### src/rtl/vga_pkg.sv
// Shared VGA timing constants and state encodings for the video capture path.
// Pure declarations: no latency, no flow control.
package vga_pkg;

  localparam int H_ACTIVE = 640;
  localparam int V_ACTIVE = 480;
  localparam int H_TOTAL  = 800;
  localparam int V_TOTAL  = 525;

  typedef enum logic [1:0] {
    IDLE  = 2'd0,
    ARMED = 2'd1,
    CAPT  = 2'd2
  } cap_state_t;

  typedef enum logic [1:0] {
    SEARCH = 2'd0,
    CHECK  = 2'd1,
    SYNC   = 2'd2
  } sync_mode_t;

endpackage

### src/rtl/vga_frame_capture_sync_edge_det.sv
// Registers hs/vs/blank_n once and flags level changes against the registered copy.
// Edge pulses are combinational on the current input; no backpressure.
module sync_edge_det (
  input  logic clk,
  input  logic rst_n,
  input  logic hs,
  input  logic vs,
  input  logic blank_n,
  output logic hs_fall,
  output logic hs_rise,
  output logic vs_fall,
  output logic vs_rise,
  output logic blank_fall,
  output logic blank_rise
);

  logic hs_q, vs_q, blank_q;

  // Clearing to 0 keeps a reset released mid-vsync from faking a frame boundary.
  always_ff @(posedge clk or negedge rst_n) begin
    if (!rst_n) begin
      hs_q    <= 1'b0;
      vs_q    <= 1'b0;
      blank_q <= 1'b0;
    end else begin
      hs_q    <= hs;
      vs_q    <= vs;
      blank_q <= blank_n;
    end
  end

  assign hs_fall    = hs_q & ~hs;
  assign hs_rise    = ~hs_q & hs;
  assign vs_fall    = vs_q & ~vs;
  assign vs_rise    = ~vs_q & vs;
  assign blank_fall = blank_q & ~blank_n;
  assign blank_rise = ~blank_q & blank_n;

endmodule

### src/rtl/vga_frame_capture.sv
// Recovers pixel coordinates/frame timing from a VGA stream and writes captured frames to a store.
// Write port and status outputs are registered, 1 clk after the input pixel; no backpressure.
module vga_frame_capture #(
  parameter int H_ACTIVE = vga_pkg::H_ACTIVE,
  parameter int V_ACTIVE = vga_pkg::V_ACTIVE,
  parameter int ADDR_W   = 19,
  parameter int DATA_W   = 24,
  parameter int FCNT_W   = 16
) (
  input  logic              clk,
  input  logic              rst_n,
  input  logic              hs,
  input  logic              vs,
  input  logic              blank_n,
  input  logic [DATA_W-1:0] bgr,
  input  logic              cap_req,
  input  logic              cap_cont,
  input  logic              cap_stop,
  output logic              cap_busy,
  output logic              cap_done,
  output logic              cap_ok,
  output logic              wr_en,
  output logic [ADDR_W-1:0] wr_addr,
  output logic [DATA_W-1:0] wr_data,
  output logic [9:0]        pix_x,
  output logic [8:0]        pix_y,
  output logic              frame_tick,
  output logic [FCNT_W-1:0] frame_cnt,
  output logic              locked,
  output logic              line_err,
  output logic              frame_err
);
  import vga_pkg::*;

  // One extra address bit so the overflow compare works even when 2**ADDR_W == frame size.
  localparam logic [ADDR_W:0] FRAME_PIX = (ADDR_W+1)'(H_ACTIVE * V_ACTIVE);
  localparam logic [9:0]      H_LEN     = 10'(H_ACTIVE);
  localparam logic [8:0]      V_LEN     = 9'(V_ACTIVE);

  logic hs_fall, hs_rise, vs_fall, vs_rise, blank_fall, blank_rise;
  logic unused_edges;

  sync_edge_det u_edge (
    .clk        (clk),
    .rst_n      (rst_n),
    .hs         (hs),
    .vs         (vs),
    .blank_n    (blank_n),
    .hs_fall    (hs_fall),
    .hs_rise    (hs_rise),
    .vs_fall    (vs_fall),
    .vs_rise    (vs_rise),
    .blank_fall (blank_fall),
    .blank_rise (blank_rise)
  );

  assign unused_edges = ^{hs_fall, hs_rise, vs_rise, blank_rise};

  logic [9:0]      x;
  logic [8:0]      y;
  logic [ADDR_W:0] addr;
  logic            frame_bad_q, cont_q, stop_seen;
  sync_mode_t      mode, mode_nxt;
  cap_state_t      cst, cst_nxt;
  logic            fb, collide, overflow, accept, qualified;
  logic            bad_line, bad_frame, any_err, stop_now;
  logic            wr_nxt, done_nxt, ok_nxt;

  always_comb begin
    fb        = vs_fall;
    collide   = fb & blank_n;
    overflow  = blank_n & ~fb & (addr == FRAME_PIX);
    accept    = blank_n & ~fb & ~overflow;
    // Lengths are measured from CHECK on (to qualify a lock) but only flagged once locked.
    qualified = (mode != SEARCH);
    bad_line  = blank_fall & qualified & (x != H_LEN);
    bad_frame = fb & qualified & (y != V_LEN);
    any_err   = bad_line | bad_frame | overflow | collide;
    stop_now  = stop_seen | cap_stop;
  end

  always_comb begin
    mode_nxt = mode;
    case (mode)
      SEARCH:  if (fb) mode_nxt = CHECK;
      CHECK:   if (fb && !frame_bad_q && !any_err) mode_nxt = SYNC;
      SYNC:    if (any_err) mode_nxt = CHECK;
      default: mode_nxt = SEARCH;
    endcase
  end

  always_comb begin
    cst_nxt  = cst;
    wr_nxt   = 1'b0;
    done_nxt = 1'b0;
    ok_nxt   = 1'b0;
    case (cst)
      IDLE:  if (cap_req && mode == SYNC) cst_nxt = ARMED;
      ARMED: if (fb) cst_nxt = CAPT;
      CAPT: begin
        wr_nxt = accept;
        if (any_err) begin
          cst_nxt  = IDLE;
          done_nxt = 1'b1;
        end else if (fb) begin
          done_nxt = 1'b1;
          ok_nxt   = 1'b1;
          if (!(cont_q && !stop_now)) cst_nxt = IDLE;
        end
      end
      default: cst_nxt = IDLE;
    endcase
  end

  always_ff @(posedge clk or negedge rst_n) begin
    if (!rst_n) begin
      mode      <= SEARCH;
      cst       <= IDLE;
      cont_q    <= 1'b0;
      stop_seen <= 1'b0;
    end else begin
      mode <= mode_nxt;
      cst  <= cst_nxt;
      if (cst == IDLE && cst_nxt == ARMED) begin
        cont_q    <= cap_cont;
        stop_seen <= 1'b0;
      end else if (cst != IDLE && cap_stop) begin
        stop_seen <= 1'b1;
      end
    end
  end

  always_ff @(posedge clk or negedge rst_n) begin
    if (!rst_n) begin
      x           <= '0;
      y           <= '0;
      addr        <= '0;
      frame_bad_q <= 1'b0;
      frame_tick  <= 1'b0;
      frame_cnt   <= '0;
      line_err    <= 1'b0;
      frame_err   <= 1'b0;
      pix_x       <= '0;
      wr_en       <= 1'b0;
      wr_addr     <= '0;
      wr_data     <= '0;
      cap_done    <= 1'b0;
      cap_ok      <= 1'b0;
    end else begin
      frame_tick  <= fb;
      cap_done    <= done_nxt;
      cap_ok      <= ok_nxt;
      wr_en       <= wr_nxt;
      frame_bad_q <= fb ? 1'b0 : (frame_bad_q | any_err);
      line_err    <= line_err | (bad_line & (mode == SYNC));
      frame_err   <= frame_err | overflow | collide | (bad_frame & (mode == SYNC));
      if (wr_nxt) begin
        wr_addr <= addr[ADDR_W-1:0];
        wr_data <= bgr;
      end
      if (fb) begin
        frame_cnt <= frame_cnt + 1'b1;
        x         <= '0;
        y         <= '0;
        addr      <= '0;
      end else begin
        // Dropped overflow pixels still count toward line length.
        if (blank_n) x <= x + 10'd1;
        if (accept) begin
          addr  <= addr + 1'b1;
          pix_x <= x;
        end
        if (blank_fall) begin
          x <= '0;
          y <= y + 9'd1;
        end
      end
    end
  end

  assign pix_y    = y;
  assign locked   = (mode == SYNC);
  assign cap_busy = (cst == ARMED) || (cst == CAPT);

endmodule
### config.mk
export PLATFORM = sky130hd
export DESIGN_NAME = vga_frame_capture
export DESIGN_NICKNAME = d
export VERILOG_FILES = /design/src/rtl/vga_pkg.sv /design/src/rtl/vga_frame_capture_sync_edge_det.sv /design/src/rtl/vga_frame_capture.sv
export SDC_FILE = /design/constraint.sdc
export NUM_CORES = 1
export LEC_CHECK = 0
export ABC_CLOCK_PERIOD_IN_PS = 2400
export BUFFER_PORTS_ARGS = -buffer_cell sky130_fd_sc_hd__buf_2
export CAP_MARGIN = 10
export CELL_PAD_IN_SITES_DETAIL_PLACEMENT = 2
export CELL_PAD_IN_SITES_GLOBAL_PLACEMENT = 2
export CORE_MARGIN = 5
export CORE_UTILIZATION = 25
export CTS_CLUSTER_SIZE = 24
export DETAILED_ROUTE_END_ITERATION = 6
export PLACE_DENSITY_LB_ADDON = 0.2
export SLEW_MARGIN = 20
export SYNTH_ARGS = -nofsm -noshare
export SYNTH_HDL_FRONTEND = slang
export SYNTH_SLANG_ARGS = --single-unit
### constraint.sdc
create_clock -name clk -period 2.4 [get_ports clk]
set_input_delay 0.48 -clock clk [delete_from_list [all_inputs] [get_ports clk]]
set_output_delay 0.48 -clock clk [all_outputs]
set_load 0.1 [all_outputs]
## Word level (Yosys, flattened, before mapping)

Cells that the tools add are included.

- $add $sub $neg: 4
- Multiply operators: 0
- Div/mod/pow operators: 0
- Order comparisons: 0
- Equality and inequality tests: 11
- Shift-type cells: 0
- Muxes and demuxes: 26
- Bitwise gates (word level): 25
- Reductions and logical operators: 20

Operators with widths:

| operator | count |
|---|---|
| two-way mux 20 bit | 2 |
| two-way mux 10 bit | 3 |
| adder 20 x 1 -> 20 bit, second input constant | 1 |
| == test 20 x 19 -> 1 bit, second input constant | 1 |
| two-way mux 9 bit | 2 |
| adder 16 x 1 -> 16 bit, second input constant | 1 |
| two-way mux 2 bit | 8 |
| AND 1 bit | 12 |
| one-hot mux 2 bit (3 select lines) | 2 |
| adder 10 x 1 -> 10 bit, second input constant | 1 |
| inequality test 10 bit, second input constant | 1 |
| nonzero test 2 bit | 5 |
| adder 9 x 1 -> 9 bit, second input constant | 1 |
| two-way mux 1 bit | 9 |
| inequality test 9 bit, second input constant | 1 |
| bitwise OR 1 bit | 9 |
| == test 2 x 1 -> 1 bit, second input constant | 3 |
| logical AND 1 bit | 6 |
| == test 2 bit, second input constant | 2 |
| logical NOT 2 bit | 2 |
| inequality test 2 bit, second input constant | 2 |
| inverter 1 bit | 4 |
| logical NOT 1 bit | 3 |
| AND reduction 3 bit | 1 |
| other kinds (4) | 4 |

- Flip-flop bits (word level): 123
- Bits in latches: 0
- Memory bits (writable): 0
- Memory bits (read-only): 0
- Input port bits: 32
- Output and inout bits: 86
- Word-level logic and storage cells: 106
- Memories kept: 0

## Depth between registers and ports, before layout

Gate-level depths: netlist of the first run.

- Word-level depth: 12
- Depth in mapped cells: 10
- Depth with buffers taken out: 8

## Cells and area by module

A second synthesis of the first run with hierarchy kept.

- Cell total of the unflattened synthesis: 479
- Area total of the unflattened synthesis: 5452.7 sq um

By module, submodules not included:

| module | instances | cells an instance | area an instance (sq um) | seq. area each (sq um) |
|---|---|---|---|---|
| vga_frame_capture | 1 | 470 | 5340.1 | 3027.9 |
| sync_edge_det | 1 | 9 | 112.6 | 75.1 |

## Worst setup path before layout of the first run

OpenSTA, ideal clock, no wires.

- Path type: flip-flop to flip-flop
- From: register mode[0]
- To: register cont_q
- Setup time: 125 ps
- Arrival time: 2568 ps
- Required time: 2275 ps
- Setup slack: -293 ps
- Stages on the path, launching flop included: 8
- Buffers on the path: 1
- Clock period less this slack: 2693 ps
- Cells stage by stage: dfrtp_1 -> nor2b_1 -> clkbuf_1 -> a31oi_1 -> or3_1 -> o41ai_1 -> nor3b_2 -> mux2_4

- Elaborated cells between the ends (all ways): 15
- Classes of those cells: eq/ne (2); mux (3); bitwise (7); reduce/logical (3)

RTL lines:

| item | RTL line | source |
|---|---|---|
| start, declared | vga_frame_capture.sv:63 | `sync_mode_t mode, mode_nxt;` |
| start signal, assigned | vga_frame_capture.sv:122 | `mode <= mode_nxt;` |
| == test 2 bit | n/a |  |
| named net locked | vga_frame_capture.sv:29 | `output logic locked,` |
| logical AND 1 bit | vga_frame_capture.sv:98 | `IDLE: if (cap_req && mode == SYNC) cst_nxt = ARMED;` |
| two-way mux 2 bit | vga_frame_capture.sv:98 |  |
| one-hot mux 2 bit (3 select lines) | vga_frame_capture.sv:97 | `case (cst)` |
| named net cst_nxt[0] | vga_frame_capture.sv:64 | `cap_state_t cst, cst_nxt;` |
| == test 2 x 1 -> 1 bit | vga_frame_capture.sv:124 | `if (cst == IDLE && cst_nxt == ARMED) begin` |
| logical AND 1 bit | vga_frame_capture.sv:124 |  |
| end signal, assigned | vga_frame_capture.sv:125 | `cont_q <= cap_cont;` |
| end, declared | vga_frame_capture.sv:62 | `logic frame_bad_q, cont_q, stop_seen;` |

The timed path passes the listed nets, and every way through them passes these cells.
A chain may end at the register's enable or synchronous reset.

## Worst setup path after layout of the first run

- From: register addr[0]
- To: register wr_data[4]

- Word-level cells in the longest chain between the ends: 5

Ends and longest elaborated chain:

| item | RTL line | source |
|---|---|---|
| start, declared | vga_frame_capture.sv:61 | `logic [ADDR_W:0] addr;` |
| start signal, assigned | vga_frame_capture.sv:170 | `addr <= addr + 1'b1;` |
| == test 20 x 19 -> 1 bit | vga_frame_capture.sv:72 | `overflow = blank_n & ~fb & (addr == FRAME_PIX);` |
| AND 1 bit | vga_frame_capture.sv:72 |  |
| inverter 1 bit | vga_frame_capture.sv:73 | `accept = blank_n & ~fb & ~overflow;` |
| AND 1 bit | vga_frame_capture.sv:73 |  |
| two-way mux 1 bit | vga_frame_capture.sv:97 |  |
| end signal, assigned | vga_frame_capture.sv:159 | `wr_data <= bgr;` |
| end, declared | vga_frame_capture.sv:24 | `output logic [DATA_W-1:0] wr_data,` |

No other way between the ends.

==> results of run 1 <==
==> path summary, 6_finish.rpt <==
check,start,end,slack [ns]
min in group asynchronous,rst_n,wr_en$_DFF_PN0_,0.48
setup reg to reg,addr[0]$_DFFE_PN0P_,wr_data[4]$_DFFE_PN0P_,-0.22
max in group asynchronous,rst_n,cap_done$_DFF_PN0_,1.31
setup / recovery,addr[0]$_DFFE_PN0P_,wr_data[4]$_DFFE_PN0P_,-0.22
hold / removal,vs,u_edge.vs_q$_DFF_PN0_,0.19
hold reg to reg,frame_cnt[15]$_DFFE_PN0P_,frame_cnt[15]$_DFFE_PN0P_,0.49
==> synthesized netlist by cell type (2+ instances only) <==
| library cell | n |
|---|---|
| nand4_1 | 10 |
| nor4b_1 | 3 |
| xor2_1 | 7 |
| nor3_1 | 7 |
| ha_1 | 11 |
| mux2_2 | 45 |
| dfrtp_1 | 123 |
| buf_1 | 2 |
| nor2_1 | 39 |
| nand3_1 | 17 |
| o21ai_0 | 33 |
| nor2b_1 | 4 |
| and4_1 | 5 |
| a31oi_1 | 4 |
| nand2_1 | 40 |
| nand2b_1 | 3 |
| a21oi_1 | 14 |
| xnor2_1 | 30 |
| nor4_1 | 6 |
| inv_1 | 20 |
| or3_1 | 8 |
| clkbuf_1 | 8 |
| and3_1 | 8 |
| buf_2 | 6 |
==> sequential cells by signal (all words and copies together) (netlist names), 2 cells and up <==
signal     count
addr          20
cst            2
frame_cnt     16
mode           2
pix_x         10
pix_y          9
wr_addr       19
wr_data       24
x             10
==> power breakdown <==
part	internal [mW]	switching, mW
logic	0.486	1.43
registers	2.26	0.167
clock network	1.58	0.895
total	4.33	2.49
==> layer usage <==
metal	wire (um)	part of all wire [%]	GRT usage, %
met1	7335	45	16.06
met2	8227	50	22.53
met3	714	4.3	3.236
met4	183	1.1	3.678
met5	0	0	0
==> cells in the final DEF (no fill, tap or decap), types with 6 or more instances in the layout <==
master,netlist,routed
buf_6,0,15
dfrtp_1,123,116
nand3_1,17,16
or3_1,8,8
xnor2_1,30,30
nand4_1,10,10
dfrtp_2,0,7
clkbuf_16,0,21
clkbuf_8,0,6
xor2_1,7,7
buf_2,6,115
nor3_1,7,6
buf_4,1,46
ha_1,11,10
o21ai_0,33,19
nand2_1,40,32
o21ai_1,1,9
a21oi_1,14,13
inv_1,20,17
mux2_4,1,46
nor2_1,39,36
nand2_2,0,7
and3_1,8,8
==> cells by family after synthesis <==
kind of cell	synth area share, %
muxes	9.702
DFF	57.24
and+or+nand+nor	14.47
xor gates and xnor gates	6.026
adders and majority gates	2.559
AOI/OAI and AO/OA	7.213
buffers and inverters	2.792
==> through the flow <==
stage	hold WS [ns]	utilization (%)	instances	power, mW
finish	0.1903	37.49	952	6.821
CTS	0.1732	35.51	938	6.852
detailed placement	0.3767	31.75	898	4.268
floorplan	0.1844	-	474	3.796
global route	0.1816	37.49	952	7.138
global placement	0.3688	31.75	898	4.213
==> repair_timing <==
item / in CTS / in global routing
cloned: 1 / 5
pin swaps: 12 / 19
endpoints found under the hold margin: 13 / 0
setup buffers: 7 / 11
setup endpoints to repair: 82 / 80
hold buffers: 1 / 0
resized for setup: 40 / 72
==> cell type report <==
| type | count | share of cell area, % |
|---|---|---|
| clock buffers | 25 | 6.520 |
| clock inverters | 6 | 0.7596 |
| inverters | 20 | 0.9495 |
| multi-input cells | 314 | 31.11 |
| flip-flops and latches | 123 | 39.04 |
| well taps | 275 | 4.352 |
| repair buffers | 189 | 17.27 |
==> flow_metrics.py, run 1 <==
metrics = {
    "clock_tree": {
        "worstSkewPairLatency_ns": 0.42,
        "clock_path_buffers": 2,
        "clkSlewWorstSetupHoldPaths_ns": 0.05,
        "root_buffer": "clkbuf_16",
        "cts_tree": "done",
        "htreeDepth": 4,
        "cts_inserted_buffers": 17,
        "clock_sinks": 123,
    },
    "run_status": {
        "failed_checks": "setup timing",
        "status": "finished with violations",
    },
    "global_route": {
        "grt_antenna_before_repair": 0,
        "grt_max_degree": 53,
        "overflow": 0,
        "grt_pass1_vias": 4936,
        "grtUsageTotal_pct": 12.99,
        "grt_first_pass_wirelength_um": 25550,
    },
    "floorplanning": {
        "die_y_um": 156.7,
        "dieArea_um2": 24540,
        "coreArea_um2": 21090,
        "start_util_pct": 25.50,
        "die_x_um": 156.7,
        "row_count": 53,
        "io_pins": 118,
    },
    "critical_path": {
        "cp_data_arrival_time_ns": 2.92,
        "critPathKind": "reg2reg",
        "endpoint_kind": "flop",
        "start_kind": "flop",
        "slowest_delay_ns": 0.48,
        "worstPathMaxFanout": 8,
        "crit_family": "simple AND/OR/NAND/NOR gates",
        "cp.depth": 9,
        "cp_num_buf_inv": 4,
        "ff2ff_path_depth": 9,
        "crit_required_ns": 2.70,
        "path_cells": "inv_2 > ha_4 > or4b_1 > or4_4 > buf_6 > o211ai_4 > buf_12 > clkbuf_16 > mux2_4",
        "critPathSlowestCell": "or4_4",
    },
    "routing": {
        "vias_per_cell": 4.553,
        "avgRoutedWirePerCell_um": 17.29,
        "drcViolationCount": 0,
        "ant_nets": 0,
        "totalWireLength_um": 16460,
        "drtPass1Iterations": 4,
        "vias": 4334,
        "drt_iter0_markers": 119,
    },
    "synthesis": {
        "syn_area_um2": 5378,
        "synth-edff-count": 0,
        "synth_top_area_share_pct": 57.24,
        "synthTopCellsByArea": "dfrtp_1 (57%), mux2_2 (9.4%), xnor2_1 (4.9%), o21ai_0 (3.1%), nand2_1 (2.8%)",
        "yosysSeqAreaShare_pct": 57.24,
        "synthesis.nets": 517,
        "ys_seq_elements": 123,
        "syn_avg_cell_area_um2": 11.35,
        "yosysTopAreaCell": "dfrtp_1",
        "syn_inst": 474,
        "synthArstFlopShare_pct": 100.0,
        "synth.distinct_cells": 45,
        "ys.flop_type": "dfrtp_1",
        "ys_warn_count": 0,
    },
    "power_and_ir_drop": {
        "leakage_nw": 3.996,
        "ir_worst_vdd_mv": 0.4655,
        "power_density_nw_per_um2": 862.7,
    },
    "hold_path": {
        "holdPathStages": 1,
        "min_path_type": "in2reg",
    },
    "sta": {
        "worstMarginPinSlew_ns": 0.5148,
        "setup_viol": 77,
        "fin_crit_sh_pct": 109.1,
        "setup_ws_ns": -0.2195,
        "max_freq_mhz": 381.8,
        "maxSlewViolCount": 0,
        "finalCriticalPeriod_ns": 2.620,
        "fin_skew_ns": 0.008825,
        "rsz0062_at_grt": "yes",
        "timing.slew.headroom_pct": 65.92,
        "finalHoldViolations": 0,
        "setup-tns-final_ns": -11.34,
    },
    "cells_and_area": {
        "multi_input_area_um2": 2460,
        "diodes": 0,
        "drive_gt1_share_pct": 44.76,
        "finalInstanceArea_um2": 7906,
        "nets": 708,
        "register_area_um2": 3087,
        "fillers": 2232,
        "areaGrowthSynthToFinish_pct": 47.02,
    },
    "place": {
        "place_area_um2": 6695,
        "detailed_place_hpwl_um": 11190,
        "pre_cts_ws_ns": -0.3348,
        "gp_congestion": 0.7914,
        "io_buffers": 116,
    },
    "flow_run": {
        "maxCapViolations": 0,
    },
}
Note: power is estimated with default switching activity, not from simulation.
==> run 2: changes to the inputs <==
--- a/config.mk
+++ b/config.mk
@@ -8,8 +8,8 @@
 export ABC_CLOCK_PERIOD_IN_PS = 2400
 export BUFFER_PORTS_ARGS = -buffer_cell sky130_fd_sc_hd__buf_2
 export CAP_MARGIN = 10
-export CELL_PAD_IN_SITES_DETAIL_PLACEMENT = 2
-export CELL_PAD_IN_SITES_GLOBAL_PLACEMENT = 2
+export CELL_PAD_IN_SITES_DETAIL_PLACEMENT = 0
+export CELL_PAD_IN_SITES_GLOBAL_PLACEMENT = 1
 export CORE_MARGIN = 5
 export CORE_UTILIZATION = 25
 export CTS_CLUSTER_SIZE = 24
==> flow_metrics.py, run 2 (synthesis gave the netlist of run 1 again) <==
metrics = {
    "run_status": {
        "status": "finished with violations",
        "failed_checks": "setup timing",
    },
    "critical_path": {
        "critPathKind": "reg2reg",
        "cp_data_arrival_time_ns": 2.88,
        "cp_num_buf_inv": 1,
        "path_cells": "inv_2 > ha_1 > or4b_4 > or4_4 > o31ai_4 > nor4_2 > nor3b_2 > mux2_4",
        "endpoint_kind": "flop",
        "crit_required_ns": 2.70,
        "cp.depth": 8,
        "slowest_delay_ns": 0.49,
        "worstPathMaxFanout": 4,
        "r2r_slack_ns": -0.18,
        "rr_endpoint": "cont_q$_DFFE_PN0P_",
        "endpoint": "cont_q$_DFFE_PN0P_",
        "reg2reg_from": "addr[0]$_DFFE_PN0P_",
        "ff2ff_path_depth": 8,
        "cp-startpoint": "addr[0]$_DFFE_PN0P_",
        "crit_family": "simple AND/OR/NAND/NOR gates",
        "start_kind": "flop",
        "critPathSlowestCell": "or4_4",
    },
    "flow_run": {
        "maxCapViolations": 0,
    },
    "routing": {
        "totalWireLength_um": 14300,
        "vias": 4212,
        "drcViolationCount": 0,
        "drt_iter0_markers": 220,
        "ant_nets": 0,
        "drtPass1Iterations": 4,
        "avgRoutedWirePerCell_um": 15.02,
        "vias_per_cell": 4.424,
    },
    "power_and_ir_drop": {
        "power_density_nw_per_um2": 860.3,
        "leakage_nw": 3.930,
        "ir_worst_vdd_mv": 0.6566,
    },
    "sta": {
        "fin_crit_sh_pct": 107.7,
        "rsz0062_at_grt": "yes",
        "fin_skew_ns": 0.006537,
        "maxSlewViolCount": 0,
        "setup_viol": 64,
        "finalHoldViolations": 0,
        "max_freq_mhz": 387.0,
        "worstMarginPinSlew_ns": 0.6172,
        "setup-tns-final_ns": -4.212,
        "timing.slew.headroom_pct": 58.85,
        "setup_ws_ns": -0.1839,
        "finalCriticalPeriod_ns": 2.584,
    },
    "cells_and_area": {
        "areaGrowthSynthToFinish_pct": 44.53,
        "drive_gt1_share_pct": 43.13,
        "layout_common_cells": "dfrtp_1 (116), buf_2 (115), buf_4 (54)",
        "top_register": "wr_data",
        "final_common_cell": "dfrtp_1",
        "largest_reg_flops": 24,
        "top_regs": "wr_data: 24 flops, addr: 20 flops, wr_addr: 19 flops",
        "fin_util_pct": 36.86,
        "nets": 707,
        "instances_no_fill": 952,
        "diodes": 0,
    },
    "global_route": {
        "overflow": 0,
        "grt_max_degree": 44,
        "grt_first_pass_wirelength_um": 22890,
        "grtUsageTotal_pct": 11.76,
        "grt_antenna_before_repair": 0,
        "grt_pass1_vias": 4370,
    },
    "floorplanning": {
        "start_util_pct": 25.50,
        "die_x_um": 156.7,
        "row_count": 53,
        "die_y_um": 156.7,
        "coreArea_um2": 21090,
        "io_pins": 118,
        "dieArea_um2": 24540,
    },
    "place": {
        "io_buffers": 116,
        "detailed_place_hpwl_um": 9734,
        "gp_congestion": 0.8011,
        "dp_cells": 899,
    },
    "clock_tree": {
        "clock_sinks": 123,
        "htreeDepth": 4,
        "hold_buffers": 0,
        "cts_inserted_buffers": 17,
        "worstSkewPairLatency_ns": 0.41,
        "cts_tree": "done",
        "clkSlewWorstSetupHoldPaths_ns": 0.06,
        "clock_path_buffers": 2,
        "root_buffer": "clkbuf_16",
    },
    "hold_path": {
        "min_path_type": "in2async",
    },
}
-- run 2: changes by cell type in the layout (fill, tap and decap cells not counted), moves of 3 or more --
cell      delta
o21ai_2      -4
o21ai_0      +3
buf_6        -6
nand2_1      +8
buf_4        +8
nand2_2      -7
clkinv_4     +4
mux2_4       -5
clkbuf_8     -5
mux2_2       +5
-- run 2: what timing repair did --
item                       CTS  global route
setup endpoints to repair   74            79
pin swaps                    1            18
gates resized for setup     37            47
gates cloned                 4             2
buffers inserted             8            10
-- run 2: worst min path at each step --
stage                                   start                   endpoint  slack [ns]  cells after the start
floorplan                               rst_n        addr[0]$_DFFE_PN0P_        0.18                      0
global placement    frame_cnt[15]$_DFFE_PN0P_  frame_cnt[15]$_DFFE_PN0P_        0.46                      1
detailed placement     wr_addr[9]$_DFFE_PN0P_     wr_addr[9]$_DFFE_PN0P_        0.47                      2
CTS                                     rst_n            wr_en$_DFF_PN0_        0.09                      1
global route                            rst_n       addr[11]$_DFFE_PN0P_        0.13                      1
finish                                  rst_n     wr_addr[9]$_DFFE_PN0P_        0.09                      1
-- run 2: stage by stage --
stage / worst slack (ns) / area [um^2] / hold WS, ns / total power [mW]
final: -0.1839 / 7772 / 0.08753 / 6.686
after CTS: -0.1610 / 7543 / 0.09495 / 6.756
after floorplan: -0.1622 / 5414 / 0.1844 / 3.796
after global placement: -0.3241 / 6690 / 0.4583 / 4.211
after global routing: -0.2928 / 7772 / 0.1318 / 7.002
after detailed placement: -0.3250 / 6690 / 0.4693 / 4.224
-- run 2: final cells by class --
cell class,count,area [um^2]
Tap cell,275,344.1
Multi-Input combinational cell,314,2396
Fill cell,2121,13320
Clock inverter,14,123.9
Inverter,20,75.07
Clock buffer,18,439.2
Sequential cell,123,3087
Timing Repair Buffer,188,1308
-- run 2: where the power goes --
group          leakage (nW)  switching, mW  internal [mW]
clock network         0.268          0.969           1.45
logic                  2.00           1.38          0.465
registers              1.66          0.156           2.26
total                  3.93           2.51           4.18
-- run 2: layer usage --
metal | up-vias | GRT usage, % | part of all wire [%]
li1 | 2039 | - | -
met1 | 2054 | 15.94 | 48
met2 | 106 | 18.34 | 46
met3 | 13 | 2.876 | 4.7
met4 | 0 | 4.215 | 1.2
met5 | - | 0 | 0
